**src/rtl/snake_round_ctrl_if.sv**
```systemverilog
// Bundles the round controller's strobes, button levels and datapath results.
// master = the side driving tick/buttons/results; slave = the controller itself.
interface snake_round_ctrl_if #(
  parameter int SCORE_W = 4
);
  logic               tick;
  logic               start;
  logic               pause;
  logic               hit1;
  logic               hit2;
  logic               eat1;
  logic               eat2;
  logic               step;
  logic               init_pos;
  logic               grow1;
  logic               grow2;
  logic               freeze;
  logic [SCORE_W-1:0] score1;
  logic [SCORE_W-1:0] score2;
  logic [1:0]         count;
  logic [1:0]         winner;
  logic [2:0]         state;

  modport master (
    output tick, start, pause, hit1, hit2, eat1, eat2,
    input  step, init_pos, grow1, grow2, freeze,
    input  score1, score2, count, winner, state
  );

  modport slave (
    input  tick, start, pause, hit1, hit2, eat1, eat2,
    output step, init_pos, grow1, grow2, freeze,
    output score1, score2, count, winner, state
  );
endinterface

```
**src/rtl/snake_round_ctrl.sv**
```systemverilog
// Round/step sequencer for the two-player snake game: turns update ticks into
// step strobes, runs countdown/play/pause/over phases and keeps round scores.
module snake_round_ctrl #(
  parameter int TICKS_PER_STEP  = 4,
  parameter int COUNTDOWN_STEPS = 3,
  parameter int WIN_SCORE       = 5,
  parameter int SCORE_W         = 4
) (
  input  logic               clk,
  input  logic               rst,
  snake_round_ctrl_if.slave  bus
);

  localparam int TC_W = (TICKS_PER_STEP > 1) ? $clog2(TICKS_PER_STEP) : 1;
  localparam logic [TC_W-1:0]    TC_LAST    = TC_W'(TICKS_PER_STEP - 1);
  localparam logic [SCORE_W-1:0] WIN_VAL    = SCORE_W'(WIN_SCORE);
  localparam logic [1:0]         COUNT_LOAD = 2'(COUNTDOWN_STEPS);

  typedef enum logic [2:0] {
    S_IDLE   = 3'd0,
    S_INIT   = 3'd1,
    S_COUNT  = 3'd2,
    S_PLAY   = 3'd3,
    S_EVAL   = 3'd4,
    S_PAUSED = 3'd5,
    S_OVER   = 3'd6
  } state_t;

  state_t             r_state, w_state_next;
  logic [TC_W-1:0]    r_tc, w_tc_next, w_tc_inc;
  logic [1:0]         r_count, w_count_next;
  logic [SCORE_W-1:0] r_score1, w_score1_next, w_score1_inc;
  logic [SCORE_W-1:0] r_score2, w_score2_next, w_score2_inc;
  logic [1:0]         r_winner, w_winner_next;
  logic               r_step, w_step_next;
  logic               r_init_pos, w_init_pos_next;
  logic               r_grow1, w_grow1_next;
  logic               r_grow2, w_grow2_next;
  logic               r_freeze, w_freeze_next;
  logic               r_start_d, r_pause_d;
  logic               w_start_edge, w_pause_edge, w_boundary;

  // Edge registers reset high so a button held through reset needs a release first.
  assign w_start_edge = bus.start & ~r_start_d;
  assign w_pause_edge = bus.pause & ~r_pause_d;
  assign w_boundary   = bus.tick && (r_tc == TC_LAST);
  assign w_tc_inc     = w_boundary ? '0 : r_tc + 1'b1;
  assign w_score1_inc = r_score1 + 1'b1;
  assign w_score2_inc = r_score2 + 1'b1;

  always_comb begin
    w_state_next    = r_state;
    w_tc_next       = r_tc;
    w_count_next    = r_count;
    w_score1_next   = r_score1;
    w_score2_next   = r_score2;
    w_winner_next   = r_winner;
    w_step_next     = 1'b0;
    w_init_pos_next = 1'b0;
    w_grow1_next    = 1'b0;
    w_grow2_next    = 1'b0;
    case (r_state)
      S_IDLE: begin
        w_tc_next = '0;
        if (w_start_edge) begin
          w_state_next  = S_INIT;
          w_score1_next = '0;
          w_score2_next = '0;
          w_winner_next = 2'b00;
        end
      end
      S_INIT: begin
        w_init_pos_next = 1'b1;
        w_count_next    = COUNT_LOAD;
        w_tc_next       = '0;
        w_state_next    = S_COUNT;
      end
      S_COUNT: begin
        if (bus.tick) w_tc_next = w_tc_inc;
        if (w_boundary) begin
          if (r_count <= 2'd1) begin
            w_count_next = 2'd0;
            w_state_next = S_PLAY;
          end else begin
            w_count_next = r_count - 2'd1;
          end
        end
      end
      S_PLAY: begin
        // A pause edge wins over a coincident boundary; tc is left untouched.
        if (w_pause_edge) begin
          w_state_next = S_PAUSED;
        end else begin
          if (bus.tick) w_tc_next = w_tc_inc;
          if (w_boundary) begin
            w_step_next  = 1'b1;
            w_state_next = S_EVAL;
          end
        end
      end
      S_EVAL: begin
        if (bus.tick) w_tc_next = w_tc_inc;
        if (bus.hit1 && bus.hit2) begin
          w_state_next = S_INIT;
        end else if (bus.hit1) begin
          w_score2_next = w_score2_inc;
          if (w_score2_inc == WIN_VAL) begin
            w_state_next  = S_OVER;
            w_winner_next = 2'b10;
          end else begin
            w_state_next = S_INIT;
          end
        end else if (bus.hit2) begin
          w_score1_next = w_score1_inc;
          if (w_score1_inc == WIN_VAL) begin
            w_state_next  = S_OVER;
            w_winner_next = 2'b01;
          end else begin
            w_state_next = S_INIT;
          end
        end else begin
          w_grow1_next = bus.eat1;
          w_grow2_next = bus.eat2;
          w_state_next = S_PLAY;
        end
      end
      S_PAUSED: begin
        if (w_pause_edge) w_state_next = S_PLAY;
      end
      S_OVER: begin
        w_tc_next = '0;
        if (w_start_edge) begin
          w_state_next  = S_INIT;
          w_score1_next = '0;
          w_score2_next = '0;
          w_winner_next = 2'b00;
        end
      end
      default: begin
        w_state_next = S_IDLE;
      end
    endcase
    w_freeze_next = !((w_state_next == S_PLAY) || (w_state_next == S_EVAL));
  end

  always_ff @(posedge clk) begin
    if (rst) begin
      r_state    <= S_IDLE;
      r_tc       <= '0;
      r_count    <= 2'd0;
      r_score1   <= '0;
      r_score2   <= '0;
      r_winner   <= 2'b00;
      r_step     <= 1'b0;
      r_init_pos <= 1'b0;
      r_grow1    <= 1'b0;
      r_grow2    <= 1'b0;
      r_freeze   <= 1'b1;
      r_start_d  <= 1'b1;
      r_pause_d  <= 1'b1;
    end else begin
      r_state    <= w_state_next;
      r_tc       <= w_tc_next;
      r_count    <= w_count_next;
      r_score1   <= w_score1_next;
      r_score2   <= w_score2_next;
      r_winner   <= w_winner_next;
      r_step     <= w_step_next;
      r_init_pos <= w_init_pos_next;
      r_grow1    <= w_grow1_next;
      r_grow2    <= w_grow2_next;
      r_freeze   <= w_freeze_next;
      r_start_d  <= bus.start;
      r_pause_d  <= bus.pause;
    end
  end

  assign bus.step     = r_step;
  assign bus.init_pos = r_init_pos;
  assign bus.grow1    = r_grow1;
  assign bus.grow2    = r_grow2;
  assign bus.freeze   = r_freeze;
  assign bus.score1   = r_score1;
  assign bus.score2   = r_score2;
  assign bus.count    = r_count;
  assign bus.winner   = r_winner;
  assign bus.state    = r_state;

endmodule

```
**src/flat_wrapper.sv**
```systemverilog
// flat-port wrapper written by rule: the top's interface ports become plain ports
module snake_round_ctrl_flat 
#(
  parameter int TICKS_PER_STEP  = 4,
  parameter int COUNTDOWN_STEPS = 3,
  parameter int WIN_SCORE       = 5,
  parameter int SCORE_W         = 4
)
  (clk, rst, bus_tick, bus_start, bus_pause, bus_hit1, bus_hit2, bus_eat1, bus_eat2, bus_step, bus_init_pos, bus_grow1, bus_grow2, bus_freeze, bus_score1, bus_score2, bus_count, bus_winner, bus_state);
  snake_round_ctrl_if #(.SCORE_W(SCORE_W)) bus_i ();
  input  logic clk;
  input  logic rst;
  input wire logic [$bits(bus_i.tick)-1:0] bus_tick;
  input wire logic [$bits(bus_i.start)-1:0] bus_start;
  input wire logic [$bits(bus_i.pause)-1:0] bus_pause;
  input wire logic [$bits(bus_i.hit1)-1:0] bus_hit1;
  input wire logic [$bits(bus_i.hit2)-1:0] bus_hit2;
  input wire logic [$bits(bus_i.eat1)-1:0] bus_eat1;
  input wire logic [$bits(bus_i.eat2)-1:0] bus_eat2;
  output wire logic [$bits(bus_i.step)-1:0] bus_step;
  output wire logic [$bits(bus_i.init_pos)-1:0] bus_init_pos;
  output wire logic [$bits(bus_i.grow1)-1:0] bus_grow1;
  output wire logic [$bits(bus_i.grow2)-1:0] bus_grow2;
  output wire logic [$bits(bus_i.freeze)-1:0] bus_freeze;
  output wire logic [$bits(bus_i.score1)-1:0] bus_score1;
  output wire logic [$bits(bus_i.score2)-1:0] bus_score2;
  output wire logic [$bits(bus_i.count)-1:0] bus_count;
  output wire logic [$bits(bus_i.winner)-1:0] bus_winner;
  output wire logic [$bits(bus_i.state)-1:0] bus_state;
  assign bus_i.tick = bus_tick;
  assign bus_i.start = bus_start;
  assign bus_i.pause = bus_pause;
  assign bus_i.hit1 = bus_hit1;
  assign bus_i.hit2 = bus_hit2;
  assign bus_i.eat1 = bus_eat1;
  assign bus_i.eat2 = bus_eat2;
  assign bus_step = bus_i.step;
  assign bus_init_pos = bus_i.init_pos;
  assign bus_grow1 = bus_i.grow1;
  assign bus_grow2 = bus_i.grow2;
  assign bus_freeze = bus_i.freeze;
  assign bus_score1 = bus_i.score1;
  assign bus_score2 = bus_i.score2;
  assign bus_count = bus_i.count;
  assign bus_winner = bus_i.winner;
  assign bus_state = bus_i.state;
  snake_round_ctrl #(.TICKS_PER_STEP(TICKS_PER_STEP), .COUNTDOWN_STEPS(COUNTDOWN_STEPS), .WIN_SCORE(WIN_SCORE), .SCORE_W(SCORE_W)) u_core (.clk(clk), .rst(rst), .bus(bus_i));
endmodule
```
**config.mk**
```make
export PLATFORM = sky130hd
export DESIGN_NAME = snake_round_ctrl_flat
export DESIGN_NICKNAME = d
export VERILOG_FILES = /design/src/rtl/snake_round_ctrl_if.sv /design/src/rtl/snake_round_ctrl.sv /design/src/flat_wrapper.sv
export SDC_FILE = /design/constraint.sdc
export NUM_CORES = 1
export LEC_CHECK = 0
export CAP_MARGIN = 20
export CORE_ASPECT_RATIO = 1.4
export CORE_MARGIN = 1.5
export CORE_UTILIZATION = 50
export DETAILED_ROUTE_END_ITERATION = 7
export PLACE_DENSITY = 0.82
export SKIP_CTS_REPAIR_TIMING = 1
export SLEW_MARGIN = 20
export SYNTH_ARGS = -nofsm -noshare
export SYNTH_HDL_FRONTEND = slang
export SYNTH_SLANG_ARGS = --single-unit
```
**constraint.sdc**
```tcl
create_clock -name clk -period 2.8 [get_ports clk]
set_clock_uncertainty 0.2 [all_clocks]
set_input_delay 0.56 -clock clk [delete_from_list [all_inputs] [get_ports clk]]
set_output_delay 0.56 -clock clk [all_outputs]
set_load 0.01 [all_outputs]
```
==> reports/metrics.yaml <==
flow_run:
  cap_violations: 0
global_routing:
  grt_use_total_pct: 24.05
  grt_overflow: 0
  grt_pass1_wl_mm: 5.520
  grt_pass1_vias: 1277
  grt_max_degree: 15
  grt_antenna_before_repair: 0
status:
  status: "finished, final reports clean"
sta:
  setup_viol: 0
  fin_crit_sh_pct: 81.90
  max_freq_ghz: 0.4361
  rsz0062_at_grt: "false"
  holdWs_ps: 291.2
  min_period_ps: 2293
  max_slew_margin_pct: 61.85
  fin_setup_tns_ps: 0
  worst_pin_slew_ps: 566.3
  slew_viol_final: 0
  finalHoldViolCount: 0
layout:
  syn_to_final_growth_pct: 27.31
  drive_gt1_share_pct: 9.804
  nets: 219
  num_antenna_cells: 0
  fillers: 211
setup_path:
  setup.worst_path.class: "register to output pin"
  crit_required_ps: 2040
  worst_ep_arrival_time_ps: 1530
  worst_path_largest_cell_delay_ps: 620
  path_buf_inv: 1
  crit_path_top_delay_cell: "clkdlybuf4s50_1"
  cp_top_family: "buffers and inverters"
  crit_path_end_kind: "output pin"
  worst_setup_path_start_kind: "register"
  crit_chain: "clkdlybuf4s50_1"
  crit_path_max_fanout: 11
place:
  portBuffers: 28
  gp_congestion: 0.9211
  dpl.hpwl_mm: 2.462
synthesis:
  async_reset_ff_share_pct: 0
  ys_top_cells_by_count: "dfxtp_1 (24), a21oi_1 (18), nor2_1 (15)"
  synth_top_area_share_pct: 34.72
  yosysTopAreaCell: "dfxtp_1"
  synth_seq_cells: 24
  syn-num-nets: 187
  synth.most_common_cell: "dfxtp_1"
  synth-main-ff-cell: "dfxtp_1"
  synthDistinctLibCells: 43
  yosys_warnings: 0
  avgSynthCellArea_um2: 7.999
  synth_edf_count: 0
  synth_area_um2: 1384
  synth_area_leaders: "dfxtp_1 (35%), a21oi_1 (6.5%), ha_1 (4.5%)"
  ys_seq_area_share_pct: 34.72
  syn_inst: 173
power_and_ir_drop:
  powerDensity_nw_per_um2: 374.5
  cellLeakagePower_uw: 0.0006773
  p_clk_share_pct: 28.8
  p_sw_uw: 179.3
  switching_share_pct: 27.17
  p_seq_share_pct: 54.0
  vdd_drop_max_mv: 0.2793
  internal_power_uw: 480.5
  power_frac_comb_pct: 17.2
clock_network:
  cts_root_buf: "clkbuf_4"
  htreeDepth: 1
  clk_pin_slew_worst_paths_ps: 140
  cts_made_buffers: 3
  cts_buffer_depth: 2
  cts.sinks: 24
  cts_tree: "yes"
  insertion_delay_ps: 330
floorplan:
  rows: 22
  coreArea_um2: 2615
  dieArea_um2: 3097
  start_util_pct: 52.92
  die_y_um: 65.25
  boundaryPins: 29
  die_w_um: 47.46
routing:
  wl_per_cell_um: 13.48
  num_vias: 1381
  wl_mm: 3.234
  vias_per_cell: 5.754
  wl_met3_um: 118
  wl_met1_mm: 1.276
  route.top_layer_used: "met4"
  drc: 0
  drt_pre_antenna_iters: 4
  route.met2.wl_mm: 1.790
  drt_first_iter_violations: 34
  ant_nets: 0
hold_path:
  hold_class: "register to register"
## cell usage in the layout, fill, tap and decap left out, types with 4 or more instances in the layout
cell and count:
clkdlybuf4s50_1 28, o21ai_0 12, buf_4 6, nor3_1 4
nand2b_1 8, o21a_1 4, inv_1 6, a31oi_1 4
nor2_1 15, dfxtp_1 24, a21oi_1 18, nor2b_1 8
nand2_1 14, ha_1 5
## layer usage
layer  vias to the layer above  global-route usage (%)
met4                         0                   9.028
li1                        683                       -
met2                        39                   42.40
met1                       654                   27.65
met5                         -                       0
met3                         5                   3.297
## cell families (layout without fill, tap and decap cells)
group / after synthesis / after routing / synth area share, %
xor gates and xnor gates: 1 / 1 / 0.6330
buffers and inverters: 13 / 44 / 3.707
AOI/OAI and AO/OA: 52 / 52 / 24.32
muxes: 1 / 1 / 0.7234
DFF: 24 / 24 / 34.72
adders and majority gates: 5 / 5 / 4.521
and+or+nand+nor: 77 / 77 / 31.37
## power groups by stage
stage	sequential, µW	clock, µW	combinational (µW)
finish	356	190	114
global route	358	209	126
CTS	357	196	113
detailed placement	364	0	112
global placement	364	0	109
floorplan	366	0	64.5
## cell type report
type	instances	area, µm²	share of cell area, %
Multi-Input combinational cell	136	852.1	48.37
Inverter	6	22.52	1.278
Clock buffer	4	36.28	2.060
Timing Repair Buffer	34	325.3	18.47
Tap cell	36	45.04	2.557
Sequential cell	24	480.5	27.27
## worst paths after layout
path,from,endpoint,slack [ps],cells past startpoint
setup / recovery,u_core.bus.state[0],bus_state[0],510,1
hold / removal,u_core.r_tc[1],u_core.r_tc[1],290,2
setup reg to reg,u_core.bus.state[2],u_core.bus.score1[2],570,7
hold reg to reg,u_core.r_tc[1],u_core.r_tc[1],290,2
## registers in the layout, summed over array words and instances (netlist names), 2 cells and up
register / flops
u_core.bus.score1: 4
u_core.bus.state: 3
u_core.bus.winner: 2
u_core.bus.count: 2
u_core.bus.score2: 4
u_core.r_tc: 2
## stage by stage
stage / cell area, µm² / utilization, % / total power, µW / setup WS (ps) / std cells
detailed placement: 1725 / 65.98 / 476.5 / 193.4 / 236
finish: 1762 / 67.37 / 659.7 / 506.9 / 240
CTS: 1762 / 67.37 / 665.9 / 495.5 / 240
global placement: 1725 / 65.98 / 472.9 / 234.2 / 236
floorplan: 1384 / - / 430.8 / 738.7 / 173
global route: 1762 / 67.37 / 693.6 / 405.6 / 240
(Power assumes the default switching activity.)
